===== src/rtl/a2d_round_robin_seq.sv =====
// Round-robin A2D sequencer: polls four ADC channels through the SPI master,
// two transactions per channel, and latches each 12-bit result into its slot.
module a2d_round_robin_seq #(
  parameter int         PERIOD  = 4096,
  parameter int         TIMEOUT = 1024,
  parameter logic [2:0] CH0_SEL = 3'd0,
  parameter logic [2:0] CH1_SEL = 3'd1,
  parameter logic [2:0] CH2_SEL = 3'd4,
  parameter logic [2:0] CH3_SEL = 3'd6
) (
  input  logic        clk,
  input  logic        rst_n,
  input  logic        start,
  output logic        wrt,
  output logic [15:0] cmd,
  input  logic        done,
  input  logic [15:0] rd_data,
  output logic [11:0] res0,
  output logic [11:0] res1,
  output logic [11:0] res2,
  output logic [11:0] res3,
  output logic        cnv_cmplt,
  output logic        err
);

  localparam logic [15:0] LP_TICK_AT   = 16'(PERIOD - 1);
  localparam logic [15:0] LP_WDOG_LAST = 16'(TIMEOUT - 1);

  typedef enum logic [2:0] {
    IDLE,
    CMD1,
    WAIT1,
    GAP,
    CMD2,
    WAIT2,
    STORE
  } state_t;

  state_t      r_state;
  state_t      w_state_next;
  logic [1:0]  r_slot;
  logic [1:0]  w_slot_next;
  logic [15:0] r_timer;
  logic [15:0] r_wdog;
  logic        r_done_q;
  logic        r_wrt;
  logic [15:0] r_cmd;
  logic        r_cnv;
  logic        r_err;

  logic        w_tick;
  logic        w_cmplt;
  logic        w_wdog_expired;
  logic        w_round_start;
  logic        w_store_last;
  logic        w_abort;
  logic [2:0]  w_sel_next;

  assign w_tick         = (r_timer == LP_TICK_AT);
  // Only a fresh rising edge counts; a done level left over from the previous
  // transaction must not complete the current one.
  assign w_cmplt        = done & ~r_done_q;
  assign w_wdog_expired = (r_wdog == LP_WDOG_LAST);

  always_comb begin
    w_state_next  = r_state;
    w_slot_next   = r_slot;
    w_round_start = 1'b0;
    w_store_last  = 1'b0;
    w_abort       = 1'b0;
    case (r_state)
      IDLE: begin
        if (w_tick || start) begin
          w_state_next  = CMD1;
          w_slot_next   = 2'd0;
          w_round_start = 1'b1;
        end
      end
      CMD1:  w_state_next = WAIT1;
      WAIT1: begin
        if (w_cmplt) begin
          w_state_next = GAP;
        end else if (w_wdog_expired) begin
          w_state_next = IDLE;
          w_abort      = 1'b1;
        end
      end
      GAP:   w_state_next = CMD2;
      CMD2:  w_state_next = WAIT2;
      WAIT2: begin
        if (w_cmplt) begin
          w_state_next = STORE;
        end else if (w_wdog_expired) begin
          w_state_next = IDLE;
          w_abort      = 1'b1;
        end
      end
      STORE: begin
        if (r_slot == 2'd3) begin
          w_state_next = IDLE;
          w_store_last = 1'b1;
        end else begin
          w_slot_next  = r_slot + 2'd1;
          w_state_next = CMD1;
        end
      end
      default: w_state_next = IDLE;
    endcase
  end

  always_comb begin
    w_sel_next = CH0_SEL;
    case (w_slot_next)
      2'd1:    w_sel_next = CH1_SEL;
      2'd2:    w_sel_next = CH2_SEL;
      2'd3:    w_sel_next = CH3_SEL;
      default: w_sel_next = CH0_SEL;
    endcase
  end

  always_ff @(posedge clk or negedge rst_n) begin
    if (!rst_n) begin
      r_state  <= IDLE;
      r_slot   <= 2'd0;
      r_timer  <= 16'd0;
      r_wdog   <= 16'd0;
      r_done_q <= 1'b0;
      r_wrt    <= 1'b0;
      r_cmd    <= 16'h0000;
      r_cnv    <= 1'b0;
      r_err    <= 1'b0;
    end else begin
      r_state  <= w_state_next;
      r_slot   <= w_slot_next;
      r_done_q <= done;
      r_timer  <= (w_round_start || w_tick) ? 16'd0 : r_timer + 16'd1;

      if (r_state == CMD1 || r_state == CMD2) begin
        r_wdog <= 16'd0;
      end else if (r_state == WAIT1 || r_state == WAIT2) begin
        r_wdog <= r_wdog + 16'd1;
      end

      // wrt is high exactly while in a CMD state; cmd only changes on CMD1
      // entry, so CMD2 reissues the identical word.
      r_wrt <= (w_state_next == CMD1) || (w_state_next == CMD2);
      if (w_state_next == CMD1) begin
        r_cmd <= {2'b00, w_sel_next, 11'h000};
      end

      r_cnv <= w_store_last;
      if (w_abort) begin
        r_err <= 1'b1;
      end
    end
  end

  generate
    for (genvar gi = 0; gi < 4; gi++) begin : g_res
      logic [11:0] r_val;
      always_ff @(posedge clk or negedge rst_n) begin
        if (!rst_n) begin
          r_val <= 12'h000;
        end else if (r_state == STORE && r_slot == 2'(gi)) begin
          r_val <= rd_data[11:0];
        end
      end
    end
  endgenerate

  assign wrt       = r_wrt;
  assign cmd       = r_cmd;
  assign res0      = g_res[0].r_val;
  assign res1      = g_res[1].r_val;
  assign res2      = g_res[2].r_val;
  assign res3      = g_res[3].r_val;
  assign cnv_cmplt = r_cnv;
  assign err       = r_err;

endmodule

===== config.mk =====
export PLATFORM = sky130hd
export DESIGN_NAME = a2d_round_robin_seq
export DESIGN_NICKNAME = d
export VERILOG_FILES = /design/src/rtl/a2d_round_robin_seq.sv
export SDC_FILE = /design/constraint.sdc
export NUM_CORES = 1
export LEC_CHECK = 0
export BUFFER_PORTS_ARGS = -buffer_cell sky130_fd_sc_hd__buf_2
export CORE_MARGIN = 10
export CORE_UTILIZATION = 40
export CTS_CLUSTER_DIAMETER = 30
export CTS_CLUSTER_SIZE = 28
export DETAILED_ROUTE_END_ITERATION = 12
export PLACE_DENSITY_LB_ADDON = 0.05
export REMOVE_ABC_BUFFERS = 1
export SYNTH_ARGS = -nofsm -noshare
export SYNTH_HDL_FRONTEND = slang
export SYNTH_SLANG_ARGS = --single-unit

===== constraint.sdc =====
create_clock -name clk -period 2.2 [get_ports clk]
set_input_delay 0.33 -clock clk [delete_from_list [all_inputs] [get_ports clk]]
set_output_delay 0.33 -clock clk [all_outputs]
set_load 0.02 [all_outputs]

## After elaboration in Yosys (flattened, before gate mapping)

Index checks and enable logic that the tools add are counted.

| operators by class | value |
|---|---|
| multiplexer cells | 20 |
| bitwise logic cells | 2 |
| reduce and logical (&&, ||, !) cells | 13 |
| $add $sub $neg | 3 |
| equal/unequal tests | 16 |

Operators with widths:

| operator | count |
|---|---|
| $mux 16 | 3 |
| $add 16x1->16 const B | 2 |
| $pmux 3 s7 | 1 |
| $eq 16x10->1 const B | 1 |
| $eq 16x12->1 const B | 1 |
| $eq 3x3->1 const B | 4 |
| $mux 3 | 4 |
| $pmux 3 s3 | 1 |
| $eq 2x2->1 const B | 4 |
| $mux 1 | 8 |
| $eq 3x1->1 const B | 2 |
| $eq 3x2->1 const B | 2 |
| $logic_or 1x1->1 | 5 |
| $eq 2x1->1 const B | 2 |
| $logic_and 1x1->1 | 4 |
| $mux 2 | 2 |
| $pmux 2 s2 | 1 |
| $logic_not 3->1 | 1 |
| $add 2x1->2 const B | 1 |
| $logic_not 2->1 | 1 |
| $reduce_bool 2->1 | 1 |
| $reduce_or 2->1 | 1 |
| $and 1x1->1 | 1 |
| $not 1->1 | 1 |

| word-level totals | value |
|---|---|
| input bits | 20 |
| logic and storage cells | 67 |
| register bits after elaboration | 92 |

## Longest topological paths before layout

Gate-level depths: netlist (run 1).

| depth | value |
|---|---|
| depth in word-level cells | 6 |
| mapped depth | 8 |
| mapped depth without buffers | 6 |

## Least setup slack after synthesis (run 1)

Ideal clock, no wire load.

| path | value |
|---|---|
| path kind | register -> register |
| from | register, netlist name r_timer[0] |
| to | register g_res[2].r_val[10] (netlist: res2[10]) |
| data arrival time | 2184 ps |
| clock period less this slack | 2309 ps |
| stages on the path, launching flop included | 9 |
| setup slack | -109 ps |
| path through | dfrtp_1 -> ha_1 -> and3_1 -> buf_2 -> a41oi_2 -> a221o_1 -> nor4_4 -> buf_6 -> mux2_4 |

RTL lines:

| item | RTL line | RTL |
|---|---|---|
| end signal, assigned | 165 | `r_val <= rd_data[11:0];` |
| end, declared | 160 | `logic [11:0] r_val;` |

==> results of run 1 <==
## per-layer routing
metal	vias to the layer above	global-route usage (%)
li1	1411	-
met1	1380	15.55
met2	60	19.90
met3	5	4.281
met4	0	3.130
met5	-	0
## timing repair
item / in CTS / in global routing
pin swaps: 0 / 1
hold buffers: 0 / 0
gates cloned: 0 / 0
setup endpoints to repair: 12 / 13
gates resized for setup: 3 / 0
## registers in the layout (all words and copies together) (netlist names)
register and count:
cmd 3, cnv_cmplt 1, err 1, r_done_q 1, r_slot 2, r_state 3
r_timer 16, r_wdog 16, res0 12, res1 12, res2 12, res3 12
wrt 1
## worst max-delay path, cell delays in order, from the launching register on
cell and delay (ns):
dfrtp_1 0.39, or4_4 0.55, nor4b_4 0.29, a31oi_2 0.16
nor4_4 0.21, buf_12 0.21, mux2_4 0.31
## final timing paths
kind,to,cells past startpoint
setup / recovery,res2[11]$_DFFE_PN0P_,6
hold / removal,r_timer[8]$_DFF_PN0_,2
setup reg to reg,res2[11]$_DFFE_PN0P_,6
hold reg to reg,err$_DFFE_PN0P_,1
max in group asynchronous,cmd[11]$_DFFE_PN0N_,2
min in group clk,r_done_q$_DFF_PN0_,1
## layout make-up
type | count | area (um^2)
Multi-Input combinational cell | 249 | 1682
Timing Repair Buffer | 108 | 665.6
Tap cell | 133 | 166.4
Inverter | 7 | 26.28
Sequential cell | 92 | 2302
Clock buffer | 10 | 137.6
Fill cell | 924 | 4828
Clock inverter | 6 | 56.30
## per-stage QoR
stage	hold slack [ns]	setup TNS (ns)	std cells
after floorplan	0.03441	-4.446	348
after global placement	0.4216	-0.4391	589
after detailed placement	0.4252	-0.7609	589
after CTS	0.02307	-0.8664	605
after global routing	0.03903	-1.675	605
final	0.007766	-0.3914	605
## logic make-up after synthesis
logic type	count (synthesis)	share of synthesized area (%)
simple gates	142	17.38
flops	92	56.11
mux	41	11.95
compound gates	33	5.611
buf+inv	32	4.392
xor+xnor	18	3.843
fa+ha+maj	2	0.6098
other cells	1	0.09140
## layout by cell type (no fill, tap or decap), types with 10 or more instances in the layout
cell,netlist,layout
o21ai_0,13,13
dfrtp_1,92,92
clkbuf_8,0,10
nor2_1,30,30
xor2_1,11,11
conb_1,1,13
buf_4,13,38
mux2_4,9,12
mux2_2,28,25
buf_2,3,68
nand2_1,57,57
nand3_1,16,16
## power groups by stage
stage	sequential, mW	combinational, mW	clock [mW]
2_1_floorplan	3.19	1.04	0
3_3_place_gp	2.59	2.71	0
6_report	2.57	2.70	1.11
5_1_grt	2.65	2.96	1.22
4_1_cts	2.58	2.76	1.16
3_5_place_dp	2.61	2.73	0
==> metrics.txt, run 1 <==
CP Capture Type register; vias in the first global route 2,974; CP startpoint kind register; clock buffer count from CTS 9; Post-synth ARST share 100.0%; failing checks setup timing; FMAX 445.5 MHz; DRT antenna net count 0; cell taking the most area after synthesis dfrtp_1; syn_area_per_cell 11.36 um^2; Fin. Hold Viols 0; biggest fanout along the worst timing path 13; area of the mapped netlist 4103 um^2; final slew viol count 0; register area share after synthesis 56.11%; buffer depth of the longest clock path 2; count leader, synth dfrtp_1; metal2 WL 4134 um; RSZ-0062 raised after global routing yes; layout cells sized above 1 36.23%; first-pass GRT wire length 14,950 um; CP startpoint r_wdog[12]$_DFFE_PN0P_; Clk network pwr share 17.4%; YS warnings 0; share of the synthesized area in the top cell type 56.11%; Design Area, Final 5036 um^2; Synth cell types 45; kind of critical path reg -> reg; Residual DRC 0; Cell Pwr Density 1268 nW/um^2; clock sink count 92; Starting Density 41.59%; area grow syn2layout 22.75%; Yosys reg bits 92; Final WS setup -0.04442 ns; run status finished with violations; Final GP Congestion 0.7592; number of core rows 36; Post-Synthesis Cells 361; Req. time, crit path 2.44 ns; Worst-Margin Slew 0.4986 ns; DP HPWL 6373 um; initial antenna violation count 0; Die Area 14,710 um^2; Placed Area 4831 um^2; CTS tree yes; largest net degree at the start of global routing 93; Clock Pin Slew Worst Setup and Hold Paths 0.10 ns; vias 2,856; drt wl/cell 14.75 um; max cap viols 0; Slew Limit Headroom 66.72%; Core Region 9864 um^2; Total GRT Usage 12.37%; EDFF count, synth 0; final net count 489; Worst Skew 0.01619 ns; met3 wire len 596 um; IO Pins 87; min Tclk post-route 2.244 ns; endpoints failing setup 12; Clock Latency Late Sink 0.36 ns; die height 121.3 um; top post-synthesis cells by count 92 x dfrtp_1, 57 x nand2_1, 30 x nor2_1; Util after Layout 51.05%; routed wire length 8922 um; Pre-Repair DR Iteration Count 6; Hold WC Path Type in -> async; Switch Pwr 2.515 mW; Via density 4.721; VDD IR max 0.6762 mV; share of power burned in registers 40.2%; Worst EP arrival 2.48 ns; Root Driver clkbuf_8; share of the clock period used by the worst path 102.0%; Die Wd 121.3 um; largest cells by area after synthesis dfrtp_1 56%, mux2_2 7.7%, nand2_1 5.2%, mux2_4 3.3%, nor2_1 2.7%; IO Port Bufs 69; sw frac 39.39%; Place WS -0.1009 ns; P_leak 2.558 nW; Logic pwr share 42.4%; R2R setup slack -0.04 ns; GRT overflow 0; r2r startpoint r_wdog[12]$_DFFE_PN0P_; Post-CTS Repair Setup Buffers 0; Ant. Diodes 0; Int Pwr 3.869 mW; Post-Route M1 WL 4120 um; DRT iter0 DRCs 152; H-tree levels 3; Total Power 6.384 mW; Post-synth top flop dfrtp_1; DR top layer met4
Note: power is estimated with default switching activity, not from simulation.
==> run 2: changes to the inputs <==
- ABC_AREA: unset -> 0
- CORE_UTILIZATION: 40 -> 49
- PLACE_DENSITY_LB_ADDON: 0.05 -> 0.08
==> metrics.txt, run 2 (synthesis gave the netlist of run 1 again) <==
commonest non-fill, non-tap cells in the layout 92 x dfrtp_1, 68 x buf_2, 57 x nand2_1; vias 2,927; Residual DRC 0; Final Non-Filler Cells 578; vias in the first global route 2,961; Via density 5.064; Placed Area 4781 um^2; Regs by FF count r_timer (16), r_wdog (16); IO Pins 87; die height 111.5 um; clock buffer count from CTS 9; Ant. Diodes 0; Fin. Hold Viols 0; Root Driver clkbuf_8; Worst-Margin Slew 0.6711 ns; DRT iter0 DRCs 109; routed wire length 8990 um; first-pass GRT wire length 14,870 um; max cap viols 0; CP startpoint kind register; Hold WC Path Type in -> reg; Total GRT Usage 14.42%; Slew Limit Headroom 55.25%; number of core rows 33; Clock Latency Late Sink 0.37 ns; CP Capture Type register; initial antenna violation count 0; Pre-Repair DR Iteration Count 7; Cell Pwr Density 1259 nW/um^2; RSZ-0062 raised after global routing yes; biggest fanout along the worst timing path 7; R2R setup slack -0.09 ns; DP HPWL 6457 um; failing checks setup timing; final slew viol count 0; Util after Layout 61.37%; Req. time, crit path 2.46 ns; endpoints failing setup 12; area grow syn2layout 22.29%; Worst Skew 0.01981 ns; kind of critical path reg -> reg; GRT busiest layer met2; layout cells sized above 1 36.79%; Die Area 12,430 um^2; GR Util met1 18.17%; Final GP Congestion 0.7597; Clock Pin Slew Worst Setup and Hold Paths 0.10 ns; Top delay family on crit path simple AND/OR/NAND/NOR gates; final net count 490; most common cell after layout, fill and taps aside dfrtp_1; met3 Use GR 6.012%; buffer depth of the longest clock path 2; IO Port Bufs 69; DRT antenna net count 0; Worst EP arrival 2.55 ns; H-tree levels 3; drt wl/cell 15.55 um; Starting Density 50.18%; P_leak 2.534 nW; met2 usage 22.12%; Critical Path Slowest Stage Cell or4_4; Crit path buffers/inverters 2; FMAX 437.2 MHz; clock sink count 92; placed cells 559; Final WS setup -0.08738 ns; min Tclk post-route 2.287 ns; GRT overflow 0; share of the clock period used by the worst path 104.0%; Die Wd 111.5 um; largest net degree at the start of global routing 43; CP Cell Sequence or4_4, nor4b_4, a31oi_2, nor4_4, buf_4, buf_12, mux2_2; CTS tree yes; run status finished with violations; Design Area, Final 5017 um^2; Core Region 8175 um^2; VDD IR max 0.6537 mV; largest stage delay on the critical path 0.55 ns
run 2: cell count changes in the layout (fill, tap and decap cells not counted), sizes merged:
cell,delta
buf,-1
clkbuf,+1
clkinv,-2
clkinvlp,+4
dlygate4sd3,+1
inv,-2
run 2: through the flow:
stage                     TNS (ns)  hold WS [ns]  power [mW]  setup slack (ns)
after floorplan             -4.446       0.03441       4.233           -0.4031
after global placement     -0.2526        0.3656       5.216          -0.04676
after detailed placement   -0.4668        0.3607       5.280          -0.06714
after CTS                  -0.6298       0.07568       6.336          -0.08441
after global routing        -1.634       0.06137       6.752           -0.1649
final                      -0.7130       0.08593       6.315          -0.08738
run 2: power by group:
| part | internal [mW] | switching (mW) |
|---|---|---|
| logic | 1.13 | 1.55 |
| clock network | 0.418 | 0.637 |
| registers | 2.25 | 0.334 |
run 2: worst reg2reg max path: stages (launching register included):
cell and delay (ns):
dfrtp_1 0.38, or4_4 0.55, nor4b_4 0.29, a31oi_2 0.18
nor4_4 0.15, buf_4 0.18, buf_12 0.14, mux2_2 0.34
run 2: timing repair:
item / in CTS / in global routing
endpoints found under the setup margin: 14 / 13
pin swaps: 0 / 3
endpoints found under the hold margin: 39 / 0
cloned: 0 / 1
gates resized for setup: 1 / 3
hold buffers: 1 / 0
buffers inserted: 0 / 1
run 2: path summary, 6_finish.rpt:
path	depth (start not counted)	to	from
worst max-delay path	7	res2[1]$_DFFE_PN0P_	r_wdog[12]$_DFFE_PN0P_
max in group asynchronous	3	res1[8]$_DFFE_PN0P_	rst_n
worst min register to register	1	err$_DFFE_PN0P_	err$_DFFE_PN0P_
worst min-delay path	1	r_done_q$_DFF_PN0_	done
worst max register to register	7	res2[1]$_DFFE_PN0P_	r_wdog[12]$_DFFE_PN0P_
min in group asynchronous	2	r_timer[9]$_DFF_PN0_	rst_n
run 2: routing by layer:
layer  vias to the layer above  wire (um)
met3                         7        581
met1                      1435       4124
met2                        63       4216
met5                         -          0
met4                         0         68
li1                       1422          -
run 2: layout make-up:
type,instances,area [um^2]
clock buffers,10,127.6
clock inverters,6,48.80
fillers,717,3158
inverters,7,26.28
multi-input cells,249,1688
flip-flops and latches,92,2302
well taps,105,131.4
repair buffers,109,693.2
==> run 3: changes to the inputs <==
- ABC_AREA: 0 -> 1
- CORE_MARGIN: 10 -> 5
==> metrics.txt, run 3 <==
run status finished, final reports clean; Via density 4.864; most common cell after layout, fill and taps aside dfrtp_1; Pre-Repair DR Iteration Count 4; syn_area_per_cell 9.273 um^2; final net count 552; IO Pins 87; register area share after synthesis 54.57%; number of core rows 33; share of the clock period used by the worst path 84.09%; CP startpoint kind register; count leader, synth dfrtp_1; buffer depth of the longest clock path 2; Logic pwr share 35.9%; Final Non-Filler Cells 639; hold buffers post-CTS 1; Final WS setup 0.3500 ns; final slew viol count 0; Switch Pwr 2.296 mW; IO Port Bufs 69; FMAX 540.5 MHz; Final GP Congestion 0.8605; CTS tree yes; Clock Pin Slew Worst Setup and Hold Paths 0.09 ns; placed cells 623; cell taking the most area after synthesis dfrtp_1; Worst EP arrival 2.08 ns; Synth cell types 38; initial antenna violation count 0; Slew Limit Headroom 64.81%; kind of critical path reg -> reg; Regs by FF count r_timer (16), r_wdog (16); DRT antenna net count 0; DP HPWL 6256 um; Die Wd 102.8 um; Util after Layout 58.09%; Post-CTS Repair Setup Buffers 0; share of the synthesized area in the top cell type 54.57%; sw frac 39.52%; Post-synth top flop dfrtp_1; Fin. Hold Viols 0; largest cells by area after synthesis dfrtp_1 55%, nand2_1 7.7%, inv_1 4.2%, o21ai_0 4.2%, nor2_1 3.9%; largest net degree at the start of global routing 41; GRT overflow 0; drt wl/cell 13.41 um; PostCTS Resize Cnt 0; Hold WC Path Type in -> reg; Ant. Diodes 0; Worst-Margin Slew 0.5262 ns; DRT iter0 DRCs 158; max cap viols 0; Yosys reg bits 92; CP Capture Type register; endpoints failing setup 0; Clk network pwr share 21.2%; first-pass GRT wire length 14,280 um; vias 3,108; H-tree levels 3; Cell Pwr Density 1205 nW/um^2; clock buffer count from CTS 9; Die Area 10,570 um^2; area of the mapped netlist 4219 um^2; Root Driver clkbuf_8; area grow syn2layout 14.26%; Int Pwr 3.514 mW; final setup TNS 0 ns; Core Region 8299 um^2; Place WS 0.3585 ns; layout cells sized above 1 26.40%; YS warnings 0; vias in the first global route 3,006; Req. time, crit path 2.43 ns; min Tclk post-route 1.850 ns; share of power burned in registers 42.9%; P_leak 2.447 nW; Residual DRC 0; Worst Skew 0.01069 ns; Clock Latency Late Sink 0.35 ns; Total GRT Usage 17.27%; RSZ-0062 raised after global routing no; Starting Density 50.84%; EDFF count, synth 0; routed wire length 8566 um; Post-Synthesis Cells 455; Post-synth ARST share 100.0%; top post-synthesis cells by count 92 x dfrtp_1, 87 x nand2_1, 47 x inv_1; commonest non-fill, non-tap cells in the layout 92 x dfrtp_1, 87 x nand2_1, 68 x buf_2; VDD IR max 0.6588 mV; biggest fanout along the worst timing path 12; die height 102.8 um; clock sink count 92
## run 3: changes by cell type after synthesis, moves of 9 or more
cell | before | now
nor2_1 | 30 | 44
a21oi_1 | 1 | 30
nand2_2 | 0 | 9
inv_1 | 7 | 47
mux2_2 | 28 | 8
o21ai_0 | 13 | 35
nand2_1 | 57 | 87
## run 3: power by group through the flow
stage          combinational, mW  clock (mW)  sequential (mW)
6_report                    2.09        1.23             2.49
5_1_grt                     2.33        1.34             2.56
4_1_cts                     2.12        1.26             2.49
3_5_place_dp                2.11           0             2.52
3_3_place_gp                2.07           0             2.51
2_1_floorplan              0.957           0             2.95
## run 3: metal layers
layer  share of wire (%)  global-route usage [%]
met3                 6.4                   4.736
met5                   0                       0
met2                  46                   25.97
met4                0.97                   6.275
met1                  47                   24.12
## run 3: area by class of cell
class / count / area [um^2]
clock buffer: 10 / 127.6
timing repair buffer: 75 / 395.4
clock inverter: 5 / 85.08
tap: 105 / 131.4
multi-input combinational: 297 / 1572
inverter: 55 / 207.7
fill: 755 / 3478
sequential: 92 / 2302
## run 3: per-stage QoR
stage,total power [mW],cell area [um^2],hold WS [ns]
4_1_cts,5.881,4821,0.1172
6_report,5.810,4821,0.1285
5_1_grt,6.225,4821,0.1163
3_3_place_gp,4.580,4598,0.3321
3_5_place_dp,4.633,4598,0.3428
2_1_floorplan,3.906,4081,0.03441
## run 3: logic make-up after synthesis
family,synth area share [%]
buf+inv,9.253
xor+xnor,1.038
fa+ha+maj,0.5930
flops,54.57
other cells,0.08888
mux,2.491
simple gates,22.81
compound gates,9.164
## run 3: final timing paths
check,startpoint,end,depth (start not counted),slack [ns]
min in group asynchronous,rst_n,r_wdog[13]$_DFFE_PN0P_,2,0.50
max in group asynchronous,rst_n,r_timer[5]$_DFF_PN0_,3,0.96
hold reg to reg,err$_DFFE_PN0P_,err$_DFFE_PN0P_,1,0.48
hold / removal,done,r_done_q$_DFF_PN0_,1,0.13
setup reg to reg,r_timer[0]$_DFF_PN0_,r_timer[11]$_DFF_PN0_,12,0.35
setup / recovery,r_timer[0]$_DFF_PN0_,r_timer[11]$_DFF_PN0_,12,0.35
## run 3: worst max-delay path: stages (launching register included)
cell     delay, ns
dfrtp_1       0.39
ha_1          0.19
nand2_1       0.06
inv_1         0.08
nand2_2       0.09
nor2_2        0.17
nand2_1       0.06
nand2_1       0.08
nand2_2       0.09
nand2_2       0.26
inv_2         0.11
o21ai_0       0.09
a21oi_1       0.06
